**config.mk**
```make
export PLATFORM = sky130hd
export DESIGN_NAME = mem_arbiter
export DESIGN_NICKNAME = d
export VERILOG_FILES = /design/src/rtl/mem_arbiter.sv
export SDC_FILE = /design/constraint.sdc
export NUM_CORES = 1
export LEC_CHECK = 0
export ABC_AREA = 1
export BUFFER_PORTS_ARGS = -buffer_cell sky130_fd_sc_hd__buf_4
export CELL_PAD_IN_SITES_DETAIL_PLACEMENT = 1
export CELL_PAD_IN_SITES_GLOBAL_PLACEMENT = 2
export CORE_UTILIZATION = 22
export CTS_CLUSTER_DIAMETER = 80
export CTS_CLUSTER_SIZE = 10
export DETAILED_ROUTE_END_ITERATION = 10
export HOLD_SLACK_MARGIN = 0.08
export PLACE_DENSITY = 0.79
export SETUP_SLACK_MARGIN = 0.4
export SLEW_MARGIN = 40
export SYNTH_ARGS = -nofsm -noshare
export SYNTH_HDL_FRONTEND = slang
export SYNTH_SLANG_ARGS = --single-unit
```
**constraint.sdc**
```tcl
create_clock -name clk -period 1.5 [get_ports clk]
set_input_delay 0.075 -clock clk [delete_from_list [all_inputs] [get_ports clk]]
set_output_delay 0.075 -clock clk [all_outputs]
set_load 0.02 [all_outputs]
```
**src/rtl/mem_arbiter.sv**
```systemverilog
// Two-requester memory port arbiter: single CPU word accesses and fixed-length VGA read bursts
// share one memory port with fixed read latency; fair alternation on conflicts.
module mem_arbiter #(
  parameter int MEM_LAT   = 1,
  parameter int VGA_BURST = 8
) (
  input  logic        clk,
  input  logic        reset,
  input  logic        cpu_req,
  input  logic        cpu_we,
  input  logic [31:0] cpu_addr,
  input  logic [31:0] cpu_wdata,
  input  logic [3:0]  cpu_byte_en,
  output logic [31:0] cpu_rdata,
  output logic        cpu_ack,
  output logic        cpu_stall,
  input  logic        vga_req,
  input  logic [31:0] vga_addr,
  output logic [31:0] vga_rdata,
  output logic        vga_valid,
  output logic        vga_done,
  output logic        mem_en,
  output logic        mem_we,
  output logic [31:0] mem_addr,
  output logic [31:0] mem_wdata,
  output logic [3:0]  mem_byte_en,
  input  logic [31:0] mem_rdata,
  output logic [2:0]  dbg_state
);

  // Handshake: cpu_req / vga_req are held until cpu_ack / vga_done; a request seen in the
  // same cycle as its own completion pulse is treated as already serviced.
  typedef enum logic [2:0] {IDLE, CPU_ISSUE, CPU_WAIT, VGA_ISSUE, VGA_DRAIN} state_t;

  localparam int              BW        = $clog2(VGA_BURST);
  localparam logic [BW-1:0]   LAST_BEAT = BW'(VGA_BURST - 1);
  localparam logic [1:0]      LAT       = 2'(MEM_LAT);

  state_t              state_q, state_d;
  logic                last_vga_q, last_vga_d;
  logic [BW-1:0]       beat_q, beat_d;
  logic [1:0]          wait_q, wait_d;
  logic [MEM_LAT-1:0]  pipe_q, pipe_d, pipe_last_q, pipe_last_d;
  logic [MEM_LAT:0]    pipe_ext, pipe_last_ext;
  logic                mem_en_q, mem_en_d, mem_we_q, mem_we_d;
  logic [31:0]         mem_addr_q, mem_addr_d, mem_wdata_q, mem_wdata_d;
  logic [3:0]          mem_byte_en_q, mem_byte_en_d;
  logic [31:0]         cpu_rdata_q, cpu_rdata_d, vga_rdata_q, vga_rdata_d;
  logic                cpu_ack_q, cpu_ack_d, vga_valid_q, vga_valid_d, vga_done_q, vga_done_d;
  logic                cpu_v, vga_v, vga_issue, vga_last;

  always_comb begin
    cpu_v     = cpu_req & ~cpu_ack_q;
    vga_v     = vga_req & ~vga_done_q;
    vga_issue = (state_q == VGA_ISSUE);
    vga_last  = vga_issue && (beat_q == LAST_BEAT);

    // Bit j of the pipes marks a VGA read issued j+1 cycles ago; the top bit means mem_rdata is live.
    pipe_ext      = {pipe_q, vga_issue};
    pipe_last_ext = {pipe_last_q, vga_last};
    pipe_d        = pipe_ext[MEM_LAT-1:0];
    pipe_last_d   = pipe_last_ext[MEM_LAT-1:0];

    state_d       = state_q;
    last_vga_d    = last_vga_q;
    beat_d        = beat_q;
    wait_d        = wait_q;
    mem_en_d      = 1'b0;
    mem_we_d      = 1'b0;
    mem_addr_d    = 32'h0;
    mem_wdata_d   = 32'h0;
    mem_byte_en_d = 4'h0;
    cpu_ack_d     = 1'b0;
    cpu_rdata_d   = cpu_rdata_q;
    vga_valid_d   = pipe_q[MEM_LAT-1];
    vga_done_d    = pipe_last_q[MEM_LAT-1];
    vga_rdata_d   = pipe_q[MEM_LAT-1] ? mem_rdata : vga_rdata_q;

    case (state_q)
      IDLE: begin
        if (vga_v && (!cpu_v || !last_vga_q)) begin
          state_d       = VGA_ISSUE;
          last_vga_d    = 1'b1;
          beat_d        = '0;
          mem_en_d      = 1'b1;
          mem_addr_d    = vga_addr & 32'hFFFF_FFFC;
          mem_byte_en_d = 4'hF;
        end else if (cpu_v) begin
          state_d       = CPU_ISSUE;
          last_vga_d    = 1'b0;
          mem_en_d      = 1'b1;
          mem_we_d      = cpu_we;
          mem_addr_d    = cpu_addr;
          mem_wdata_d   = cpu_wdata;
          mem_byte_en_d = cpu_we ? cpu_byte_en : 4'hF;
        end
      end
      CPU_ISSUE: begin
        if (mem_we_q) begin
          cpu_ack_d = 1'b1;
          state_d   = IDLE;
        end else begin
          wait_d  = 2'd1;
          state_d = CPU_WAIT;
        end
      end
      CPU_WAIT: begin
        if (wait_q == LAT) begin
          cpu_rdata_d = mem_rdata;
          cpu_ack_d   = 1'b1;
          state_d     = IDLE;
        end else begin
          wait_d = wait_q + 2'd1;
        end
      end
      VGA_ISSUE: begin
        if (beat_q == LAST_BEAT) begin
          state_d = VGA_DRAIN;
        end else begin
          beat_d        = beat_q + BW'(1);
          mem_en_d      = 1'b1;
          mem_addr_d    = mem_addr_q + 32'd4;
          mem_byte_en_d = 4'hF;
        end
      end
      VGA_DRAIN: begin
        if (pipe_last_q[MEM_LAT-1]) state_d = IDLE;
      end
      default: state_d = IDLE;
    endcase
  end

  always_ff @(posedge clk) begin
    if (reset) begin
      state_q       <= IDLE;
      last_vga_q    <= 1'b0;
      beat_q        <= '0;
      wait_q        <= 2'd0;
      pipe_q        <= '0;
      pipe_last_q   <= '0;
      mem_en_q      <= 1'b0;
      mem_we_q      <= 1'b0;
      mem_addr_q    <= 32'h0;
      mem_wdata_q   <= 32'h0;
      mem_byte_en_q <= 4'h0;
      cpu_rdata_q   <= 32'h0;
      cpu_ack_q     <= 1'b0;
      vga_rdata_q   <= 32'h0;
      vga_valid_q   <= 1'b0;
      vga_done_q    <= 1'b0;
    end else begin
      state_q       <= state_d;
      last_vga_q    <= last_vga_d;
      beat_q        <= beat_d;
      wait_q        <= wait_d;
      pipe_q        <= pipe_d;
      pipe_last_q   <= pipe_last_d;
      mem_en_q      <= mem_en_d;
      mem_we_q      <= mem_we_d;
      mem_addr_q    <= mem_addr_d;
      mem_wdata_q   <= mem_wdata_d;
      mem_byte_en_q <= mem_byte_en_d;
      cpu_rdata_q   <= cpu_rdata_d;
      cpu_ack_q     <= cpu_ack_d;
      vga_rdata_q   <= vga_rdata_d;
      vga_valid_q   <= vga_valid_d;
      vga_done_q    <= vga_done_d;
    end
  end

  assign cpu_rdata   = cpu_rdata_q;
  assign cpu_ack     = cpu_ack_q;
  assign cpu_stall   = cpu_req & ~cpu_ack_q;
  assign vga_rdata   = vga_rdata_q;
  assign vga_valid   = vga_valid_q;
  assign vga_done    = vga_done_q;
  assign mem_en      = mem_en_q;
  assign mem_we      = mem_we_q;
  assign mem_addr    = mem_addr_q;
  assign mem_wdata   = mem_wdata_q;
  assign mem_byte_en = mem_byte_en_q;
  assign dbg_state   = state_q;

endmodule

```
==> results of run 1 <==
## state kept, by name (all words and copies together), names as in the netlist
register / cells
beat_q: 3
cpu_ack: 1
cpu_rdata: 32
dbg_state: 3
last_vga_q: 1
mem_addr: 32
mem_byte_en: 4
mem_en: 1
mem_wdata: 32
mem_we: 1
pipe_last_q: 1
pipe_q: 1
vga_done: 1
vga_rdata: 32
vga_valid: 1
wait_q: 2
## cell usage after synthesis (all sizes together)
library cell  number  area share (%)
nor3               3            0.24
clkbuf            20             1.2
nand3b             1            0.12
ha                 4            0.81
or2                5            0.51
buf               17             2.1
o21bai             5            0.61
nor2             187              12
o21ai             73             5.9
a211oi             1            0.12
dfxtp            148              48
inv              135             8.2
a31oi             10             1.0
nand2            127             7.9
nand3             44             3.6
a21oi             88             7.2
nand4              3            0.31
o21a               1            0.12
## routing by layer
metal / track usage [%] / wire [um] / vias to the layer above
li1: - / - / 3732
met1: 23.1 / 12600 / 3720
met2: 37.6 / 15900 / 222
met3: 6.53 / 1960 / 36
met4: 5.80 / 602 / 0
met5: 0 / 0 / -
## power breakdown
| part | switching [mW] | internal [mW] |
|---|---|---|
| sequential | 0.415 | 4.52 |
| clock | 2.18 | 2.29 |
| combinational | 3.09 | 3.04 |
| total | 5.69 | 9.85 |
## repair_timing
item	CTS	global route
buffers inserted	32	16
endpoints found under the setup margin	130	130
hold buffers	129	0
cloned	10	4
hold endpoints to repair	133	0
resized for setup	155	199
pin swaps	26	43
## cell usage in the layout (no fill, tap or decap), types with 3 or more instances in the layout
cell type,count
buf_12,17
nand4_1,3
nand2_4,9
nand2_1,101
a31oi_1,10
dfxtp_4,10
clkbuf_16,21
a21oi_1,61
buf_6,56
dlygate4sd3_1,129
nand3_4,3
nand2_2,15
inv_2,6
clkinv_4,3
clkinv_8,7
o21ai_2,18
nand3_1,29
or2_2,3
buf_4,289
nor2_1,110
o21ai_0,38
buf_8,5
diode_2,3
inv_1,125
o21bai_1,5
o21ai_4,15
nor2_2,22
a21oi_2,26
inv_8,3
nand3_2,12
inv_4,3
ha_4,4
nor2_4,55
dfxtp_1,112
dfxtp_2,26
buf_16,9
## worst max-delay path: cells and delay by family, from the launching register on
family,cells,cell delay [ns]
AOI/OAI and AO/OA,2,0.18
buffers and inverters,2,0.29
DFF,1,0.36
and+or+nand+nor,5,0.62
## cells by family (layout without fill, tap and decap cells)
logic type	after synthesis	count (layout)	synth area share (%)
simple gates	370	370	24.6
compound gates	178	178	15.0
buf+inv	172	677	11.5
flops	148	148	48.1
fa+ha+maj	4	4	0.813
other cells	0	3	0
## metrics by stage
step | setup TNS (ns) | hold slack, ns
floorplan | 0 | 0.187
global placement | 0 | 0.286
detailed placement | -0.0593 | 0.298
CTS | 0 | 0.105
global route | -2.09 | 0.127
finish | -0.0762 | 0.117
## worst max-delay path by stage
stage                            start            to  slack (ns)
after global placement       beat_q[0]  mem_addr[11]       0.002
after CTS                    beat_q[1]  mem_addr[11]        0.02
final                     dbg_state[0]  mem_addr[24]       -0.03
after global routing       mem_addr[2]  mem_addr[30]       -0.12
after floorplan            mem_addr[3]  mem_addr[22]        0.15
after detailed placement     beat_q[0]  mem_addr[11]       -0.03
## cell type report
type                    count  share of cell area (%)
diodes                      3                  0.0573
clock buffers              17                    3.25
clock inverters            15                    1.52
inverters                 135                    4.02
multi-input cells         552                    27.1
flip-flops and latches    148                    23.2
well taps                 372                    3.56
repair buffers            510                    37.3
==> run metrics, run 1 <==
Yosys cell types 26; Tightest Pin Transition 0.605 ns; Mapped Cells slightly below 900; Yosys warning total 0; multi-input combinational cell area around 3500 sq um; vias in the first global route between 8000 and 9000; chip width between 150 and 200 um; DP Cell Count approximately 1500; # H-tree levels 4; Hold Path Origin cpu_addr[13]; fin. max-slew vios 0; Tcrit/Tclk final 102%; pre-CTS setup slack -0.0312 ns; Avg Cell Area, Syn 7.06 sq um; Worst Hold Class in2reg; Worst path max stage delay around 0.36 ns; startpoint types flop; worst vdd ir roughly 600 uV; register area share after synthesis 48.1%; Clock Pin Slew Worst Setup and Hold Paths 0.07 ns; remaining global-route overflow 0; Reg-to-Reg End mem_addr[24]; cells on worst reg2reg path 9; CTS tree built; largest net degree at the start of global routing 47; RR Startpoint dbg_state[0]; Setup Viol. Count Final 5; post-route cell area 13100 sq um; register area slightly above 3000 sq um; layout cells sized above 1 46.9%; slack of the worst reg-to-reg path -0.03 ns; #FFs+latches synth between 100 and 150; Tot Pwr roughly 16 mW; post-DP HPWL 19000 um; Leakage Power between 5 and 6 nW; Die Footprint approximately 29000 sq um; CP Cell Sequence nor2_4 -> nand2_4 -> nor2_4 -> nand2_8 -> buf_6 -> clkbuf_16 -> nor2_1 -> a21oi_1 -> a21oi_1; post-route ant nets 0; initial antenna violation count 3; number of port buffers 275; Initial Util between 20 and 25%; maximum clock path buffer count 2; cts bufs inserted 17; DRC viols 0; Ports 278; placed cell area 9090 sq um; RSZ-0062 raised after global routing yes; Fillers ~3200; Final nets 1505; Hold Path Sink mem_addr[13]; hold depth 5; routed length per placed instance approximately 18 um; Util after Layout 48.2%; Area growth syn-to-layout 113%; CTS sink cnt between 100 and 150; crit path time final 1.53 ns; die height roughly 170 um; Layout Cells excl Fill roughly 1800; CP Class reg2reg; slew margin rel. 59.7%; net count after synthesis a little over 1000; failing checks setup timing; Arr. time, crit path ~1.9 ns; Worst EP required 1.85 ns; clock insertion delay at the later pin of the skew report approximately 0.43 ns; Initial DRT Pass Iterations 4; first-pass GRT wire length 45500 um; Setup crit end kind flop; DR iter-0 viols ~240; final WL about 31000 um; Via Count between 7000 and 8000; PwrDens 1190 nW/um^2; f_max 0.656 GHz; global placer's final weighted congestion around 0.85; status complete, but fails checks; Post-Syn Area ~6200 sq um; GR Util All Layers between 20% and 30%; Worst path slowest cell dfxtp_4; worst-path maximum fanout 5; Clock Tree Root clkbuf_16; min setup slack post-route -0.0251 ns; final hold violation count 0; max-cap violation count 0; DR vias/cell between 4 and 5; clock skew about 0.019 ns; Core Area between 20000 and 30000 sq um; site row count 60
Note: power is estimated with default switching activity, not from simulation.
==> run 2: changes to the inputs <==
CORE_UTILIZATION = 24   (was 22)
PLACE_DENSITY = 0.82   (was 0.79)
clock period = 1.59 ns   (was 1.5 ns; I/O delays follow)
==> run 2 against run 1 <==
  * The run now ends clean
  * Cell count down 3.6%
  * Total power down 8.4%
  * Fmax up 3.0%
==> run metrics, run 2 (synthesized netlist as in run 1, its figures left out) <==
crit path time final between 1 and 1.5 ns; sequential power share roughly 33%; Core Area between 20000 and 30000 sq um; vias in the first global route roughly 8200; GR Util All Layers between 20 and 25%; f_max just under 0.7 GHz; Clock Pin Slew Worst Setup and Hold Paths about 0.07 ns; Fin Setup TNS 0 ns; most common cell after layout, fill and taps aside buf_4; global placer's final weighted congestion 0.820; largest net degree at the start of global routing 68; CTS tree built; initial antenna violation count 3; Fillers 2947; CP Class reg2reg; sw power just over 5 mW; final hold violation count 0; cells on worst reg2reg path 8; P_int roughly 9.1 mW; hold depth 3; Arr. time, crit path around 1.8 ns; Tcrit/Tclk final approximately 93%; final WL between 30000 and 40000 um; post-route ant nets 0; first-pass GRT wire length around 45000 um; most frequent cells in the layout buf_4 (310), dlygate4sd3_1 (130), inv_1 (125), nor2_1 (123), dfxtp_1 (116); chip width roughly 160 um; register area roughly 3000 sq um; post-DP HPWL ~19000 um; Die Footprint between 20000 and 30000 sq um; number of port buffers approximately 280; CTS sink cnt roughly 150; Via Count slightly below 8000; Final nets ~1500; cts bufs inserted 17; Leakage Power roughly 5.6 nW; worst-path maximum fanout 5; Switching Fraction 36.1%; worst vdd ir 605 uV; Worst Hold Class in2reg; Util after Layout approximately half; Ports 278; fin. max-slew vios 0; DR iter-0 viols 231; DRC viols 0; remaining global-route overflow 0; DR vias/cell roughly 4.6; die height 162 um; Setup crit end kind flop; PwrDens 1140 nW/um^2; max-cap violation count 0; Comb pwr share between 30% and 40%; clock skew roughly 0.012 ns; Initial Util roughly a quarter; Area growth syn-to-layout 103%; RSZ-0062 raised after global routing yes; Initial DRT Pass Iterations 4; multi-input combinational cell area about 3400 sq um; slew margin rel. roughly 44%; Setup Viol. Count Final 0; clock insertion delay at the later pin of the skew report between 0.4 and 0.5 ns; routed length per placed instance 18.5 um; status finished clean; Tightest Pin Transition between 0.8 and 0.9 ns; Worst EP required 1.93 ns; site row count between 50 and 60; layout cells sized above 1 44.8%; startpoint types flop; maximum clock path buffer count 2; Clock Tree Root clkbuf_16; # H-tree levels 4; clock share of power 28.9%
## run 2: metrics by stage
step	setup slack (ns)	power [mW]	area (sq um)	cells	hold slack, ns
after floorplan	0.237	6.54	6330	872	0.192
after CTS	0.141	13.6	11700	1668	0.0915
after global routing	0.00970	14.9	12500	1689	0.113
final	0.109	14.2	12500	1689	0.0902
after detailed placement	0.0322	8.19	8850	1470	0.302
after global placement	0.0677	8.12	8850	1470	0.292
## run 2: cell type report
class	count	area share [%]
sequential	148	24.2
clock buffer	17	3.40
timing repair buffer	488	36.1
antenna	1	0.0200
multi-input combinational	555	27.5
tap	330	3.30
clock inverter	15	1.26
inverter	135	4.21
## run 2: worst paths after layout
path / start / end / slack, ns
max reg2reg: dbg_state[2] / mem_addr[23] / 0.11
max: dbg_state[2] / mem_addr[23] / 0.11
min reg2reg: pipe_last_q / vga_done / 0.44
min: reset / mem_addr[22] / 0.09
## run 2: per-layer routing
layer	share of wire, %	GRT usage [%]	wire length, um
met5	0.083	0	26
met4	2.9	8.15	907
met3	6.5	7.07	2020
met2	50	40.1	15700
met1	40	25.4	12500
## run 2: power by group through the flow
| stage | combinational, mW | clock (mW) | sequential (mW) |
|---|---|---|---|
| CTS | 4.72 | 4.19 | 4.65 |
| finish | 5.46 | 4.11 | 4.67 |
| global route | 5.80 | 4.36 | 4.73 |
| global placement | 3.42 | 0 | 4.70 |
| floorplan | 1.33 | 0 | 5.21 |
| detailed placement | 3.48 | 0 | 4.71 |
## run 2: worst max-delay path, stage by stage, from the launching register on
cell	delay, ns
dfxtp_4	0.36
nor2_4	0.14
nand2_4	0.09
nor2_4	0.18
nand2_8	0.13
buf_8	0.16
nor2_1	0.13
a21oi_2	0.05
a21oi_1	0.15
## run 2: timing repair
action,4_1_cts,5_1_grt
setup endpoints to repair,113,114
hold buffers,130,0
gates cloned,11,5
pin swaps,40,53
setup buffers,25,15
hold endpoints to repair,133,0
resized for setup,130,178
